`src/rtl/mem_arb_pkg.sv`:
```
// Shared types and defaults for the program/data memory arbiter.
package mem_arb_pkg;

  localparam int AW_DEF           = 13;
  localparam int DW_DEF           = 8;
  localparam int STARVE_LIMIT_DEF = 8;

  typedef enum logic [1:0] {
    IDLE = 2'd0,
    RESP = 2'd1,
    HOLD = 2'd2
  } arb_state_t;

  // The counter needs to hold values from 0 up to and including the limit.
  function automatic int cnt_width(input int limit);
    return (limit < 1) ? 1 : $clog2(limit + 1);
  endfunction

endpackage

```
`src/rtl/mem_arbiter_if.sv`:
```
// Core, host and memory port bundle.
// The slave modport is the arbiter's view; master is the surrounding system.
interface mem_arbiter_if #(
  parameter int AW = 13,
  parameter int DW = 8
);

  logic          CORE_RD;
  logic          CORE_WR;
  logic [AW-1:0] CORE_ADDR;
  logic [DW-1:0] CORE_WDATA;
  logic [DW-1:0] CORE_RDATA;
  logic          CORE_HOLD;

  logic          HOST_REQ;
  logic          HOST_WE;
  logic [AW-1:0] HOST_ADDR;
  logic [DW-1:0] HOST_WDATA;
  logic          HOST_ACK;
  logic [DW-1:0] HOST_RDATA;
  logic          HOST_RVALID;

  logic          MEM_EN;
  logic          MEM_WE;
  logic [AW-1:0] MEM_ADDR;
  logic [DW-1:0] MEM_WDATA;
  logic [DW-1:0] MEM_RDATA;

  logic          BUS_ERR;

  modport slave (
    input  CORE_RD, CORE_WR, CORE_ADDR, CORE_WDATA,
    input  HOST_REQ, HOST_WE, HOST_ADDR, HOST_WDATA,
    input  MEM_RDATA,
    output CORE_RDATA, CORE_HOLD,
    output HOST_ACK, HOST_RDATA, HOST_RVALID,
    output MEM_EN, MEM_WE, MEM_ADDR, MEM_WDATA,
    output BUS_ERR
  );

  modport master (
    output CORE_RD, CORE_WR, CORE_ADDR, CORE_WDATA,
    output HOST_REQ, HOST_WE, HOST_ADDR, HOST_WDATA,
    output MEM_RDATA,
    input  CORE_RDATA, CORE_HOLD,
    input  HOST_ACK, HOST_RDATA, HOST_RVALID,
    input  MEM_EN, MEM_WE, MEM_ADDR, MEM_WDATA,
    input  BUS_ERR
  );

endinterface

```
`src/rtl/starve_timer.sv`:
```
// Saturating wait counter for the host port; reached flags the saturation value.
module starve_timer
  import mem_arb_pkg::*;
#(
  parameter int LIMIT = STARVE_LIMIT_DEF
) (
  input  logic clk,
  input  logic rst,
  input  logic clr,
  input  logic inc,
  output logic reached
);

  localparam int             CW      = cnt_width(LIMIT);
  localparam logic [CW-1:0]  LIMIT_C = CW'(LIMIT);

  logic [CW-1:0] count;

  // Count waiting cycles, holding at the limit until cleared.
  always_ff @(posedge clk) begin
    if (rst || clr) begin
      count <= '0;
    end else if (inc && (count != LIMIT_C)) begin
      count <= count + CW'(1);
    end
  end

  assign reached = (count == LIMIT_C);

endmodule

```
`src/rtl/mem_arbiter.sv`:
```
// Shares the single-port program/data memory between the core and the host port.
// The core always wins; the host uses core-idle cycles, with a hold request to
// the core once the host has waited long enough.
//
//  state | meaning
//  IDLE  | no host read outstanding; host may issue in a core-idle cycle
//  RESP  | host read data on MEM_RDATA this cycle; captured at the edge
//  HOLD  | CORE_HOLD asserted; host issues on the first core-idle cycle
module mem_arbiter
  import mem_arb_pkg::*;
#(
  parameter int AW           = AW_DEF,
  parameter int DW           = DW_DEF,
  parameter int STARVE_LIMIT = STARVE_LIMIT_DEF
) (
  input  logic          SYS_CLK,
  input  logic          SYS_RST,
  mem_arbiter_if.slave  bus
);

  arb_state_t state;
  logic       core_req;
  logic       host_issue;
  logic       starve_clr;
  logic       starved;

  assign core_req   = bus.CORE_RD | bus.CORE_WR;
  // Host never issues during reset so MEM_* only reflect the core then.
  assign host_issue = bus.HOST_REQ & ~core_req & ~SYS_RST & (state != RESP);

  assign bus.HOST_ACK   = host_issue;
  assign bus.CORE_RDATA = bus.MEM_RDATA;

  // Port mux: core first; a simultaneous RD+WR becomes a plain read.
  always_comb begin
    bus.MEM_EN    = 1'b0;
    bus.MEM_WE    = 1'b0;
    bus.MEM_ADDR  = {AW{1'b0}};
    bus.MEM_WDATA = {DW{1'b0}};
    if (core_req) begin
      bus.MEM_EN    = 1'b1;
      bus.MEM_WE    = bus.CORE_WR & ~bus.CORE_RD;
      bus.MEM_ADDR  = bus.CORE_ADDR;
      bus.MEM_WDATA = bus.CORE_WDATA;
    end else if (host_issue) begin
      bus.MEM_EN    = 1'b1;
      bus.MEM_WE    = bus.HOST_WE;
      bus.MEM_ADDR  = bus.HOST_ADDR;
      bus.MEM_WDATA = bus.HOST_WDATA;
    end
  end

  assign starve_clr = ~bus.HOST_REQ | host_issue;

  starve_timer #(
    .LIMIT (STARVE_LIMIT)
  ) u_starve_timer (
    .clk     (SYS_CLK),
    .rst     (SYS_RST),
    .clr     (starve_clr),
    .inc     (bus.HOST_REQ),
    .reached (starved)
  );

  // Arbitration FSM with registered hold, read-return and error outputs.
  always_ff @(posedge SYS_CLK) begin
    if (SYS_RST) begin
      state           <= IDLE;
      bus.CORE_HOLD   <= 1'b0;
      bus.HOST_RVALID <= 1'b0;
      bus.HOST_RDATA  <= {DW{1'b0}};
      bus.BUS_ERR     <= 1'b0;
    end else begin
      bus.HOST_RVALID <= 1'b0;
      if (bus.CORE_RD && bus.CORE_WR) begin
        bus.BUS_ERR <= 1'b1;
      end
      case (state)
        IDLE: begin
          if (host_issue) begin
            state <= bus.HOST_WE ? IDLE : RESP;
          end else if (bus.HOST_REQ && starved) begin
            state         <= HOLD;
            bus.CORE_HOLD <= 1'b1;
          end
        end
        RESP: begin
          bus.HOST_RDATA  <= bus.MEM_RDATA;
          bus.HOST_RVALID <= 1'b1;
          state           <= IDLE;
        end
        HOLD: begin
          if (!bus.HOST_REQ) begin
            state         <= IDLE;
            bus.CORE_HOLD <= 1'b0;
          end else if (host_issue) begin
            state         <= bus.HOST_WE ? IDLE : RESP;
            bus.CORE_HOLD <= 1'b0;
          end
        end
        default: begin
          state         <= IDLE;
          bus.CORE_HOLD <= 1'b0;
        end
      endcase
    end
  end

endmodule

```
`src/flat_wrapper.sv`:
```
// flat-port wrapper written by rule: the top's interface ports become plain ports
module mem_arbiter_flat import mem_arb_pkg::*;
#(
  parameter int AW           = AW_DEF,
  parameter int DW           = DW_DEF,
  parameter int STARVE_LIMIT = STARVE_LIMIT_DEF
)
  (SYS_CLK, SYS_RST, bus_CORE_RD, bus_CORE_WR, bus_CORE_ADDR, bus_CORE_WDATA, bus_HOST_REQ, bus_HOST_WE, bus_HOST_ADDR, bus_HOST_WDATA, bus_MEM_RDATA, bus_CORE_RDATA, bus_CORE_HOLD, bus_HOST_ACK, bus_HOST_RDATA, bus_HOST_RVALID, bus_MEM_EN, bus_MEM_WE, bus_MEM_ADDR, bus_MEM_WDATA, bus_BUS_ERR);
  mem_arbiter_if #(.AW(AW), .DW(DW)) bus_i ();
  input  logic SYS_CLK;
  input  logic SYS_RST;
  input wire logic [$bits(bus_i.CORE_RD)-1:0] bus_CORE_RD;
  input wire logic [$bits(bus_i.CORE_WR)-1:0] bus_CORE_WR;
  input wire logic [$bits(bus_i.CORE_ADDR)-1:0] bus_CORE_ADDR;
  input wire logic [$bits(bus_i.CORE_WDATA)-1:0] bus_CORE_WDATA;
  input wire logic [$bits(bus_i.HOST_REQ)-1:0] bus_HOST_REQ;
  input wire logic [$bits(bus_i.HOST_WE)-1:0] bus_HOST_WE;
  input wire logic [$bits(bus_i.HOST_ADDR)-1:0] bus_HOST_ADDR;
  input wire logic [$bits(bus_i.HOST_WDATA)-1:0] bus_HOST_WDATA;
  input wire logic [$bits(bus_i.MEM_RDATA)-1:0] bus_MEM_RDATA;
  output wire logic [$bits(bus_i.CORE_RDATA)-1:0] bus_CORE_RDATA;
  output wire logic [$bits(bus_i.CORE_HOLD)-1:0] bus_CORE_HOLD;
  output wire logic [$bits(bus_i.HOST_ACK)-1:0] bus_HOST_ACK;
  output wire logic [$bits(bus_i.HOST_RDATA)-1:0] bus_HOST_RDATA;
  output wire logic [$bits(bus_i.HOST_RVALID)-1:0] bus_HOST_RVALID;
  output wire logic [$bits(bus_i.MEM_EN)-1:0] bus_MEM_EN;
  output wire logic [$bits(bus_i.MEM_WE)-1:0] bus_MEM_WE;
  output wire logic [$bits(bus_i.MEM_ADDR)-1:0] bus_MEM_ADDR;
  output wire logic [$bits(bus_i.MEM_WDATA)-1:0] bus_MEM_WDATA;
  output wire logic [$bits(bus_i.BUS_ERR)-1:0] bus_BUS_ERR;
  assign bus_i.CORE_RD = bus_CORE_RD;
  assign bus_i.CORE_WR = bus_CORE_WR;
  assign bus_i.CORE_ADDR = bus_CORE_ADDR;
  assign bus_i.CORE_WDATA = bus_CORE_WDATA;
  assign bus_i.HOST_REQ = bus_HOST_REQ;
  assign bus_i.HOST_WE = bus_HOST_WE;
  assign bus_i.HOST_ADDR = bus_HOST_ADDR;
  assign bus_i.HOST_WDATA = bus_HOST_WDATA;
  assign bus_i.MEM_RDATA = bus_MEM_RDATA;
  assign bus_CORE_RDATA = bus_i.CORE_RDATA;
  assign bus_CORE_HOLD = bus_i.CORE_HOLD;
  assign bus_HOST_ACK = bus_i.HOST_ACK;
  assign bus_HOST_RDATA = bus_i.HOST_RDATA;
  assign bus_HOST_RVALID = bus_i.HOST_RVALID;
  assign bus_MEM_EN = bus_i.MEM_EN;
  assign bus_MEM_WE = bus_i.MEM_WE;
  assign bus_MEM_ADDR = bus_i.MEM_ADDR;
  assign bus_MEM_WDATA = bus_i.MEM_WDATA;
  assign bus_BUS_ERR = bus_i.BUS_ERR;
  mem_arbiter #(.AW(AW), .DW(DW), .STARVE_LIMIT(STARVE_LIMIT)) u_core (.SYS_CLK(SYS_CLK), .SYS_RST(SYS_RST), .bus(bus_i));
endmodule
```
`config.mk`:
```
export PLATFORM = sky130hd
export DESIGN_NAME = mem_arbiter_flat
export DESIGN_NICKNAME = d
export VERILOG_FILES = /design/src/rtl/mem_arb_pkg.sv /design/src/rtl/mem_arbiter_if.sv /design/src/rtl/starve_timer.sv /design/src/rtl/mem_arbiter.sv /design/src/flat_wrapper.sv
export SDC_FILE = /design/constraint.sdc
export NUM_CORES = 1
export LEC_CHECK = 0
export CAP_MARGIN = 30
export CORE_MARGIN = 2
export CORE_UTILIZATION = 29
export DETAILED_ROUTE_END_ITERATION = 10
export GPL_ROUTABILITY_DRIVEN = 0
export PLACE_DENSITY_LB_ADDON = 0.25
export SYNTH_ARGS = -nofsm -noshare
export SYNTH_HDL_FRONTEND = slang
export SYNTH_HIERARCHICAL = 1
export SYNTH_SLANG_ARGS = --single-unit
```
`constraint.sdc`:
```
create_clock -name SYS_CLK -period 1.8 [get_ports SYS_CLK]
set_input_delay 0.36 -clock SYS_CLK [delete_from_list [all_inputs] [get_ports SYS_CLK]]
set_output_delay 0.36 -clock SYS_CLK [all_outputs]
set_load 0.02 [all_outputs]
```
==> qor.txt <==
Status -> complete, but fails checks
Failing checks -> setup timing
Total power -> 0.992 mW
Initial antenna violation count -> 0
Post-DR vias/cell -> 4.70
Final hold slack -> 0.422 ns
Tightest Pin Transition -> 0.346 ns
DRC Markers -> 0
Hold bufs inserted after CTS -> 0
All-layer global routing usage -> 19.5%
Clock skew -> 0.00389 ns
# nets final -> 280
Setup Viol. Count Final -> 22
CTS sink count -> 17
Adder-Cell Fraction of Synth Area -> 2.48%
Clock latency on the worst-skew pair -> 0.29 ns
Iter 0 DRT Violations -> 35
Asr flop ratio synth -> 0%
Area grow syn2layout -> 112%
Post-synth top cells -> a22o_1, nand2_1, dfxtp_1, a21oi_1, buf_4
FP Rows -> 21
Clock Tree Root -> clkbuf_4
Vias -> 1,254
Max FO, Critical Path -> 7
Layout cells sized above 1 -> 25.3%
Mapped cell area -> 0.00101 mm²
Iteration count of the initial detailed-routing pass -> 4
CTS Buf Count -> 3
Routed wire length -> 3940 µm
Die Y-Extent -> 62.9 µm
Setup crit end kind -> primary output
CP cell instances -> buf_2, or2_4, nor3_4, buf_6, a22o_1, buf_6
Final max-slew violation count -> 0
Io pins -> 99
Worst path max stage delay -> 0.32 ns
Most common cell on crit path -> buf_6
N_diodes -> 0
Crit path required time -> 1.44 ns
Grt ovf -> 0
Htree depth -> 1
Prevailing post-synth register cell -> dfxtp_1
Fmax -> 538 MHz
Max Cap Viol -> 0
Vias in the first global route -> 1,300
WP buf/inv -> 3
DPL Wire Length -> 2980 µm
Simple-gate share of the synthesized area -> 19.8%
Startpoint type of the worst setup path -> primary input
Power per Cell Area -> 465 mW/mm²
Type of the most critical hold path -> in2reg
Routed length per instance -> 14.7 µm
Most frequent cell after synthesis -> a22o_1
Max Buffers Root-to-Sink -> 2
ANT nets after route -> 0
Post-Synthesis Cells -> 118
Chip width -> 62.9 µm
Worst-path clk slew -> 0.09 ns
Seq/Total Area, Yosys -> 33.8%
EDFF count, synth -> 0
Die area -> 0.00396 mm²
Syn_nets -> 176
CP delay by family, top -> simple AND/OR/NAND/NOR gates
Mapped Avg Cell Area -> 8.54 µm²
Starting density of the core -> 30.2%
Lkg Pwr -> 0.921 nW
Yosys cell types -> 30
Post-synthesis register bit count -> 17
Slew margin rel. -> 77.0%
First-pass GRT wire length -> 6170 µm
Core Region -> 0.00334 mm²
Crit path time final -> 1.86 ns
Worst VDD drop -> 0.000394 V
Crit Path Class -> in2out
Tcrit/Tclk final -> 103%
XOR/XNOR Fraction of Synth Area -> 0.870%
Critical path's slowest cell -> nor3_4
Hold Violations, Final -> 0
Yosys top cell by area -> dfxtp_1
Mux cell area share after synthesis -> 0%
Compound-Gate Fraction of Synth Area -> 29.6%
Ys Warns -> 6
Final setup TNS -> -0.490 ns
Buffers added on ports -> 98
CTS tree -> done
RSZ-0062 raised after global routing -> true
Crit path DAT -> 1.50 ns
Final WS setup -> -0.0600 ns
Largest net degree at the start of global routing -> 27
Main combinational cell family by area after synthesis -> compound AO/OA/AOI/OAI gates
Post-synth top area share -> 33.8%
Synth area leaders -> dfxtp_1, a22o_1, nand2_1, buf_4, a21oi_1
-- per-stage QoR --
step	worst slack (ns)	area, µm²	cells	utilization, %
2_1_floorplan	0.0322	1010	118	-
6_report	-0.0600	2130	267	63.9
5_1_grt	-0.117	2130	267	63.9
3_3_place_gp	-0.739	2030	259	60.8
4_1_cts	-0.0951	2110	266	63.1
3_5_place_dp	-0.754	2030	259	60.8
-- layer usage --
metal  GRT usage, %  part of all wire [%]  up-vias
li1               -                     -      616
met1           20.5                    36      565
met2           36.2                    54       67
met3           5.41                   8.6        6
met4           7.78                   1.4        0
met5              0                     0        -
-- where the power goes --
part,leakage [nW],total (mW),switching (mW),internal [mW]
sequential,0.138,0.385,0.00369,0.382
clock,0.0177,0.198,0.115,0.0827
combinational,0.765,0.409,0.165,0.244
total,0.921,0.992,0.284,0.708
-- worst min-delay path: cells and delay by family --
family                 cells  cell delay, ns
buffers and inverters      2            0.19
and+or+nand+nor            1            0.07
AOI/OAI and AO/OA          1            0.05
-- final timing paths --
kind	startpoint	end	slack, ns	cells past startpoint
setup reg to reg	u_core/u_starve_timer/count[0]	u_core/u_starve_timer/count[2]	0.39	6
setup / recovery	bus_CORE_RD	bus_MEM_ADDR[7]	-0.06	6
hold reg to reg	u_core/bus.HOST_RDATA[0]	u_core/bus.HOST_RDATA[0]	0.46	2
hold / removal	bus_CORE_WR	u_core/bus.BUS_ERR	0.42	4
-- flip-flops by register name (all words and copies together), names as in the netlist --
name	flops
u_core/state	2
u_core/u_starve_timer/count	4
u_core/bus.HOST_RVALID	1
u_core/bus.CORE_HOLD	1
u_core/bus.HOST_RDATA	8
u_core/bus.BUS_ERR	1
-- cell usage in the layout (no fill, tap or decap), types with 2 or more instances in the layout --
master | netlist | final
clkdlybuf4s50_1 | 0 | 62
dlymetal6s2s_1 | 0 | 3
nand3_1 | 3 | 3
or2_4 | 0 | 2
buf_6 | 3 | 26
a21oi_1 | 9 | 9
a21boi_0 | 2 | 2
inv_1 | 5 | 5
clkbuf_4 | 0 | 3
buf_2 | 1 | 2
dlygate4sd2_1 | 0 | 6
buf_4 | 8 | 14
a22o_1 | 22 | 22
o21ai_0 | 3 | 3
nand2b_1 | 3 | 2
ha_1 | 2 | 2
dfxtp_1 | 17 | 16
nor2_1 | 3 | 3
nand2_1 | 18 | 18
-- cell type report --
type / count / area (µm²)
clock buffers: 3 / 22.5
multi-input cells: 79 / 551
repair buffers: 115 / 1130
flip-flops and latches: 17 / 342
inverters: 6 / 22.5
fillers: 291 / 1200
well taps: 46 / 57.6
clock inverters: 1 / 5.00
-- cells by family (layout without fill, tap and decap cells) --
logic type	Yosys count	count (layout)
compound gates	39	39
flops	17	17
xor+xnor	1	1
fa+ha+maj	2	2
buf+inv	22	125
simple gates	37	37
-- timing repair --
| item | CTS | global route |
|---|---|---|
| gates cloned | 2 | 0 |
| gates resized for setup | 159 | 12 |
| pin swaps | 6 | 6 |
| buffers inserted | 1 | 1 |
| setup endpoints to repair | 29 | 27 |
Power figures use the tool's default switching activity.
